[src/rtl/hex_display_scan.sv]
`default_nettype none
// ============================================================================
// Module   : hex_display_scan
// Purpose  : Time-multiplexed driver for a common-anode N-digit 7-segment
//            display. One digit is lit per slot; anodes, segments and dp are
//            active-low and registered (1-clock latency from counters/inputs).
//            Optional feature macro: LEADING_ZERO_BLANK_EN (suppresses
//            leading zero digits; digit 0 is never suppressed).
// Revision : 1.0 - initial release
// ============================================================================
module hex_display_scan #(
    parameter int DIGITS      = 4,
    parameter int SLOT_CYCLES = 16384,
    parameter int GUARD       = 1
) (
    input  logic                  clk,
    input  logic                  reset,
    input  logic [4*DIGITS-1:0]   value,
    input  logic [DIGITS-1:0]     blank,
    input  logic [DIGITS-1:0]     dash,
    input  logic [DIGITS-1:0]     dp_in,
    output logic [DIGITS-1:0]     an,
    output logic [6:0]            seg,
    output logic                  dp
);

    localparam int                c_slot_w    = (SLOT_CYCLES > 1) ? $clog2(SLOT_CYCLES) : 1;
    localparam int                c_idx_w     = (DIGITS > 1) ? $clog2(DIGITS) : 1;
    localparam logic [c_slot_w-1:0] c_slot_last = c_slot_w'(SLOT_CYCLES - 1);
    localparam logic [c_slot_w-1:0] c_guard     = c_slot_w'(GUARD);
    localparam logic [c_idx_w-1:0]  c_idx_last  = c_idx_w'(DIGITS - 1);
    localparam logic [DIGITS-1:0]   c_an_one    = DIGITS'(1);
    localparam logic [6:0]          c_seg_off   = 7'h7F;
    localparam logic [6:0]          c_seg_dash  = 7'b0111111;

    logic [c_slot_w-1:0] r_slot_cnt;
    logic [c_idx_w-1:0]  r_idx;
    logic [DIGITS-1:0]   r_an;
    logic [6:0]          r_seg;
    logic                r_dp;

    logic [3:0]          w_nib;
    logic                w_in_guard;
    logic [DIGITS-1:0]   w_sup;
    logic [6:0]          w_seg;
    logic                w_dp;

    // Active-low glyph table, bit order gfedcba.
    function automatic logic [6:0] f_glyph(input logic [3:0] nib);
        logic [6:0] g;
        case (nib)
            4'h0:    g = 7'b1000000;
            4'h1:    g = 7'b1111001;
            4'h2:    g = 7'b0100100;
            4'h3:    g = 7'b0110000;
            4'h4:    g = 7'b0011001;
            4'h5:    g = 7'b0010010;
            4'h6:    g = 7'b0000010;
            4'h7:    g = 7'b1111000;
            4'h8:    g = 7'b0000000;
            4'h9:    g = 7'b0010000;
            4'hA:    g = 7'b0001000;
            4'hB:    g = 7'b0000011;
            4'hC:    g = 7'b1000110;
            4'hD:    g = 7'b0100001;
            4'hE:    g = 7'b0000110;
            default: g = 7'b0001110;
        endcase
        return g;
    endfunction

    assign w_nib      = value[{r_idx, 2'b00} +: 4];
    assign w_in_guard = (r_slot_cnt < c_guard);

`ifdef LEADING_ZERO_BLANK_EN
    logic w_run;

    // Walk from the most significant digit down; suppression stays armed while
    // every digit above is a hex zero or blanked.
    always_comb begin
        w_sup = '0;
        w_run = 1'b1;
        for (int i = DIGITS - 1; i >= 0; i--) begin
            w_sup[i] = w_run && (i != 0) && !blank[i] && !dash[i] &&
                       (value[4*i +: 4] == 4'h0);
            w_run    = w_run && (blank[i] || (!dash[i] && (value[4*i +: 4] == 4'h0)));
        end
    end
`else
    assign w_sup = '0;
`endif

    // Decode the currently selected digit: blank beats dash beats hex.
    always_comb begin
        w_seg = f_glyph(w_nib);
        w_dp  = ~dp_in[r_idx];
        if (blank[r_idx]) begin
            w_seg = c_seg_off;
            w_dp  = 1'b1;
        end else if (dash[r_idx]) begin
            w_seg = c_seg_dash;
        end else if (w_sup[r_idx]) begin
            w_seg = c_seg_off;
        end
    end

    // Slot timer and digit index; the index advances when the slot wraps.
    always_ff @(posedge clk) begin
        if (reset) begin
            r_slot_cnt <= '0;
            r_idx      <= '0;
        end else if (r_slot_cnt == c_slot_last) begin
            r_slot_cnt <= '0;
            r_idx      <= (r_idx == c_idx_last) ? '0 : r_idx + 1'b1;
        end else begin
            r_slot_cnt <= r_slot_cnt + 1'b1;
        end
    end

    // Output registers; anodes stay dark during the guard window of each slot.
    always_ff @(posedge clk) begin
        if (reset) begin
            r_an  <= '1;
            r_seg <= c_seg_off;
            r_dp  <= 1'b1;
        end else begin
            r_an  <= w_in_guard ? '1 : ~(c_an_one << r_idx);
            r_seg <= w_seg;
            r_dp  <= w_dp;
        end
    end

    assign an  = r_an;
    assign seg = r_seg;
    assign dp  = r_dp;

endmodule
`default_nettype wire

[config.mk]
export PLATFORM = sky130hd
export DESIGN_NAME = hex_display_scan
export DESIGN_NICKNAME = d
export VERILOG_FILES = /design/src/rtl/hex_display_scan.sv
export SDC_FILE = /design/constraint.sdc
export NUM_CORES = 1
export LEC_CHECK = 0
export BUFFER_PORTS_ARGS = -buffer_cell sky130_fd_sc_hd__buf_2
export CORE_ASPECT_RATIO = 1.1
export CORE_MARGIN = 3
export CORE_UTILIZATION = 59
export CTS_BUF_LIST = sky130_fd_sc_hd__clkbuf_4 sky130_fd_sc_hd__clkbuf_8
export DETAILED_ROUTE_END_ITERATION = 8
export PLACE_DENSITY = 0.84
export SYNTH_ARGS = -nofsm -noshare
export SYNTH_HDL_FRONTEND = slang
export SYNTH_SLANG_ARGS = --single-unit
[constraint.sdc]
create_clock -name clk -period 5.25 [get_ports clk]
set_clock_uncertainty 0.1 [all_clocks]
set_input_delay 0.2625 -clock clk [delete_from_list [all_inputs] [get_ports clk]]
set_output_delay 0.2625 -clock clk [all_outputs]
set_load 0.02 [all_outputs]
==> flow_metrics.tcl, run 1 <==
set metrics [dict create \
    ys_seq_elements 28 \
    critPathMaxFanout 20 \
    clk_pin_slew_worst_paths_ns 0.14 \
    grt.total_usage_pct 21.3 \
    coreArea_mm2 0.00262 \
    antenna_left 0 \
    synth_edf_count 0 \
    die-area_mm2 0.00356 \
    cp.required_ns 5.41 \
    area_growth_syn_to_layout_pct 13.4 \
    grt-ovfl-total 0 \
    syn_area_per_cell_um2 10.3 \
    dp.cells 229 \
    fill_cells 195 \
    vias_per_cell 5.78 \
    numPortBuffers 41 \
    layout_min_cycle_time_ns 2.72 \
    ys_seq_area_share_pct 33.0 \
    syn_inst 165 \
    cts_buffers 3 \
    final-instance-count-excl-fill 233 \
    ff2ff_path_depth 6 \
    post_cts_buffers 0 \
    grt_pass1_vias 1356 \
    status "completed" \
    drive_gt1_share_pct 30.7 \
    cp-startpoint "r_idx[0]" \
    clock-sinks 28 \
    cp-endpoint "seg[0]" \
    rr_endpoint "seg[0]" \
    synth_cell_types 41 \
    syn_nets 208 \
    fp.dieH_um 62.3 \
    final_common_cell "buf_2" \
    hold_viol 0 \
    startpoint_type "register" \
    cts-root-buf "clkbuf_4" \
    drtIter0Drc 49 \
    fin_crit_sh_pct 51.8 \
    drv_slew 0 \
    setup_viol 0 \
    crit_path_end_kind "register" \
    hold_class "in -> reg" \
    r2r_slack_ns 2.53 \
    p_leak_uw 0.000773 \
    worstMarginPinSlew_ns 0.858 \
    rsz0062_at_grt "no" \
    wirelength_um 3550 \
    synth.top_cell.area_share_pct 33.0 \
    drtPass1Iterations 4 \
    postCtsHoldBufs 0 \
    cp_data_arrival_time_ns 2.88 \
    cts_resized 0 \
    synth_warnings 0 \
    dpl.hpwl_um 2840 \
    vdd_drop_max_uv 196 \
    clk_latency_ns 0.33 \
    ys.flop_type "dfxtp_1" \
    row_count 19 \
    num_vias 1346 \
    io_pins 42 \
    wire_per_inst_um 15.2 \
    drc 0 \
    criticalPathCategory "reg -> reg" \
    clock.fmax_ghz 0.368 \
    nets 246 \
    n_antenna_cell 0 \
    min-delay-start "reset" \
    tns_ns 0 \
    grt_pass1_wl_um 6070 \
    drv_cap 0 \
    ys_top_cells_by_area "dfxtp_1 (33%), ha_1 (9.6%), mux4_2 (9.3%)" \
    p_per_area_mw_per_mm2 218 \
    layout_common_cells "buf_2 (41), dfxtp_1 (28), nor2_1 (17)" \
    async_flop_share_pct 0 \
    holdWs_ns 0.143 \
    synth_largest_area_cell "dfxtp_1" \
    cts_tree "built" \
    netlist_area_mm2 0.00170 \
    final_util_pct 73.6 \
    h-tree-depth 1 \
    die_x_um 57.2 \
    clock_path_buffers 2 \
    regToRegStartpoint "r_idx[0]" \
    maxSlewHeadroom_pct 42.7 \
    grt_max_degree 21 \
    antenna_found_initial 0 \
    place_congestion 0.861 \
    start_util_pct 64.9 \
]
## sequential cells by signal, indices dropped and copies added (netlist names)
register    flops
dp              1
r_slot_cnt     14
seg             7
an              4
r_idx           2
## synth_stat cells, drive strengths merged, types with 2 or more instances
cell    count
a21o        2
and3        2
and4        3
buf         6
clkbuf      2
dfxtp      28
ha         13
inv         8
mux2        5
mux2i       9
mux4        7
nand2      12
nand3       5
nand3b      2
nand4       5
nor2       17
nor3        2
o211ai      3
o21ai       2
o221ai      3
o311ai      2
or3b        2
xnor2       4
xor2       10
## how the worst min path moves through the flow
stage | cells after the start | to
after floorplan | 1 | r_slot_cnt[0]
after global placement | 1 | r_slot_cnt[0]
after detailed placement | 1 | r_slot_cnt[0]
after CTS | 2 | r_slot_cnt[12]
after global routing | 2 | r_slot_cnt[12]
final | 2 | r_slot_cnt[12]
## critical path, stage by stage (launching register included)
cell	delay, ns
dfxtp_1	0.91
mux4_2	0.69
inv_1	0.14
ha_1	0.28
mux2i_1	0.11
mux2_2	0.26
o211ai_1	0.16
## cell families (layout without fill, tap and decap cells)
family	count (synthesis)	after routing	synth area share, %
and+or+nand+nor	55	55	17.6
DFF	28	28	33.0
muxes	21	21	18.6
AOI/OAI and AO/OA	18	18	8.11
buffers and inverters	16	53	5.82
xor gates and xnor gates	14	14	7.22
adders and majority gates	13	13	9.58
## per-stage QoR
stage	worst slack, ns	total power (uW)	instance area [um2]
after floorplan	3.14	262	1700
after global placement	2.68	283	1870
after detailed placement	2.54	285	1870
after CTS	2.51	424	1930
after global routing	2.32	436	1930
final	2.53	420	1930
## final cells by class
| cell class | instances | area (um2) | share of cell area (%) |
|---|---|---|---|
| multi-input cells | 121 | 1040 | 53.9 |
| flip-flops and latches | 28 | 561 | 29.1 |
| repair buffers | 41 | 205 | 10.7 |
| well taps | 31 | 38.8 | 2.01 |
| clock inverters | 1 | 30.0 | 1.56 |
| inverters | 8 | 30.0 | 1.56 |
| clock buffers | 3 | 22.5 | 1.17 |
## metal layers
layer  GRT usage (%)  wire length [um]
met4            7.54                48
met5               0                 0
met2            35.3              1700
met3            4.14               210
met1            27.2              1590
## report_power, final
| part | switching, uW | internal [uW] |
|---|---|---|
| clock | 62.2 | 77.3 |
| sequential | 2.93 | 218 |
| combinational | 31.8 | 28.3 |
| total | 96.9 | 324 |
Power figures use the tool's default switching activity.
==> inputs of run 2 (changes only) <==
--- a/config.mk
+++ b/config.mk
@@ -5,13 +5,14 @@
 export SDC_FILE = /design/constraint.sdc
 export NUM_CORES = 1
 export LEC_CHECK = 0
+export ABC_AREA = 1
 export BUFFER_PORTS_ARGS = -buffer_cell sky130_fd_sc_hd__buf_2
 export CORE_ASPECT_RATIO = 1.1
 export CORE_MARGIN = 3
-export CORE_UTILIZATION = 59
+export CORE_UTILIZATION = 50
 export CTS_BUF_LIST = sky130_fd_sc_hd__clkbuf_4 sky130_fd_sc_hd__clkbuf_8
 export DETAILED_ROUTE_END_ITERATION = 8
-export PLACE_DENSITY = 0.84
+export PLACE_DENSITY = 0.75
 export SYNTH_ARGS = -nofsm -noshare
 export SYNTH_HDL_FRONTEND = slang
 export SYNTH_SLANG_ARGS = --single-unit
==> constraint.sdc (replaced) <==
create_clock -name clk -period 2.45 [get_ports clk]
set_clock_uncertainty 0.1 [all_clocks]
set_input_delay 0.1225 -clock clk [delete_from_list [all_inputs] [get_ports clk]]
set_output_delay 0.1225 -clock clk [all_outputs]
set_load 0.02 [all_outputs]
==> flow_metrics.tcl, run 2 <==
set metrics [dict create \
    drtPass1Iterations 4 \
    status "completed" \
    cts_tree "built" \
    syn_inst 248 \
    ys_seq_area_share_pct 32.7 \
    hold_viol 0 \
    synth_common_cells "nand2_1 (80), nand3_1 (29), dfxtp_1 (28)" \
    dpl.hpwl_um 2670 \
    die-area_mm2 0.00416 \
    wirelength_um 3230 \
    cp.required_ns 2.63 \
    drv_slew 0 \
    io_pins 42 \
    internal_power_uw 683 \
    final_common_cell "nand2_1" \
    grt.total_usage_pct 17.4 \
    cp-endpoint "seg[0]" \
    pwr-share-seq_pct 53.6 \
    netlist_area_mm2 0.00171 \
    vias_per_cell 4.91 \
    die_x_um 61.8 \
    coreArea_mm2 0.00315 \
    post_cts_buffers 0 \
    async_flop_share_pct 0 \
    synth_cell_types 26 \
    drv_cap 0 \
    vdd_drop_max_uv 245 \
    rsz0062_at_grt "no" \
    critPathMaxFanout 12 \
    n_antenna_cell 0 \
    swShare_pct 22.7 \
    synth_largest_area_cell "dfxtp_1" \
    grt-ovfl-total 0 \
    ys_top_cells_by_area "dfxtp_1 (33%), nand2_1 (18%), ha_1 (9.5%)" \
    nets 335 \
    regToRegStartpoint "r_idx[1]" \
    grt_pass1_vias 1454 \
    rr_endpoint "seg[0]" \
    grt_max_degree 17 \
    layout_common_cells "nand2_1 (80), buf_2 (41), nand3_1 (29)" \
    grt_pass1_wl_um 5620 \
    startpoint_type "register" \
    ys.flop_type "dfxtp_1" \
    ys_seq_elements 28 \
    hold_class "in -> reg" \
    p_total_uw 883 \
    synth_warnings 0 \
    ff2ff_path_depth 9 \
    numPortBuffers 41 \
    antenna_left 0 \
    h-tree-depth 1 \
    tns_ns 0 \
    start_util_pct 54.3 \
    p_per_area_mw_per_mm2 443 \
    syn_area_per_cell_um2 6.90 \
    top_register "r_slot_cnt" \
    crit_path_end_kind "register" \
    syn_nets 291 \
    combPwrFrac_pct 13.2 \
    clock.fmax_ghz 0.535 \
    maxSlewHeadroom_pct 68.5 \
    clk_latency_ns 0.32 \
    num_vias 1596 \
    layout_min_cycle_time_ns 1.87 \
    synth.top_cell.area_share_pct 32.7 \
    synth_edf_count 0 \
    largest_reg_flops 14 \
    cts_buffers 3 \
    p_sw_uw 200 \
    yosys.cell_count.top_type "nand2_1" \
    drc 0 \
    p_clk_share_pct 33.2 \
    setup_viol 0 \
    cp-startpoint "r_idx[1]" \
    clock_path_buffers 2 \
    cts-root-buf "clkbuf_4" \
    clk_pin_slew_worst_paths_ns 0.14 \
    cp_data_arrival_time_ns 2.05 \
    fp.dieH_um 67.4 \
    fin_crit_sh_pct 76.3 \
    row_count 21 \
    antenna_found_initial 0 \
    criticalPathCategory "reg -> reg" \
    wire_per_inst_um 9.94 \
    p_leak_uw 0.000949 \
    place_congestion 0.902 \
    clock-sinks 28 \
    drtIter0Drc 63 \
    r2r_slack_ns 0.58 \
    area_growth_syn_to_layout_pct 16.3 \
    drive_gt1_share_pct 21.3 \
    worstMarginPinSlew_ns 0.472 \
]
==> run 2: cell types whose count changed in the layout (fill, tap and decap cells not counted), moves of 7 or more <==
cell and change:
mux4_2 -7, a21oi_1 +9, nand2_1 +68, inv_1 +18, nand3_1 +25, mux2i_1 -8
==> run 2: worst min path at each step <==
stage | startpoint | to | slack [ns] | cells past startpoint
after CTS | dp_in[2] | dp | 0.007 | 4
after detailed placement | reset | r_idx[1] | 0.24 | 2
after global routing | dp_in[2] | dp | 0.04 | 4
after floorplan | reset | r_idx[0] | 0.09 | 1
final | dp_in[2] | dp | 0.02 | 4
after global placement | reset | r_idx[1] | 0.25 | 2
==> run 2: final cells by class <==
type | instances | area [um2]
Sequential cell | 28 | 561
Inverter | 28 | 110
Fill cell | 304 | 1160
Clock buffer | 3 | 22.5
Tap cell | 34 | 42.5
Multi-Input combinational cell | 187 | 992
Timing Repair Buffer | 44 | 233
Clock inverter | 1 | 30.0
==> run 2: metal layers <==
metal,track usage [%],wire length (um),vias to the layer above
li1,-,-,873
met1,21.2,1490,688
met2,30.6,1640,33
met3,2.49,85,2
met4,5.57,17,0
met5,0,0,-
==> run 2: critical path, cell delays in order (launching register included) <==
cell and delay [ns]:
dfxtp_1 0.64, inv_4 0.12, nand3_1 0.11, nand2_1 0.16, inv_1 0.16, ha_1 0.22
nand3_1 0.09, nor2_1 0.12, nor2_2 0.06, nand2_1 0.05
==> run 2: kinds of logic (layout without fill, tap and decap cells) <==
group           Yosys count  in the layout  share of synthesized area (%)
compound gates           14             14                           4.39
xor+xnor                  5              5                           2.56
fa+ha+maj                13             13                           9.50
buf+inv                  33             76                           9.28
flops                    28             28                           32.7
simple gates            155            155                           41.5
==> run 2: timing repair <==
item | CTS | global route
resized for setup | 0 | 0
endpoints found under the hold margin | 7 | 0
hold buffers | 2 | 0
setup endpoints to repair | 0 | 0
==> run 2: through the flow <==
stage	hold WS (ns)	cells	setup slack [ns]	util, %	instance area [um2]
final	0.0156	325	0.580	63.1	1990
after global routing	0.0407	325	0.373	63.1	1990
after CTS	0.00672	325	0.549	63.1	1990
after detailed placement	0.238	319	0.573	60.8	1920
after global placement	0.247	319	0.651	60.8	1920
after floorplan	0.0916	248	0.735	-	1710
==> run 2: power groups by stage <==
stage	combinational, uW	clock, uW	sequential [uW]
2_1_floorplan	64.7	0	492
6_report	116	293	473
3_3_place_gp	115	0	483
5_1_grt	136	317	475
3_5_place_dp	115	0	483
4_1_cts	118	304	473
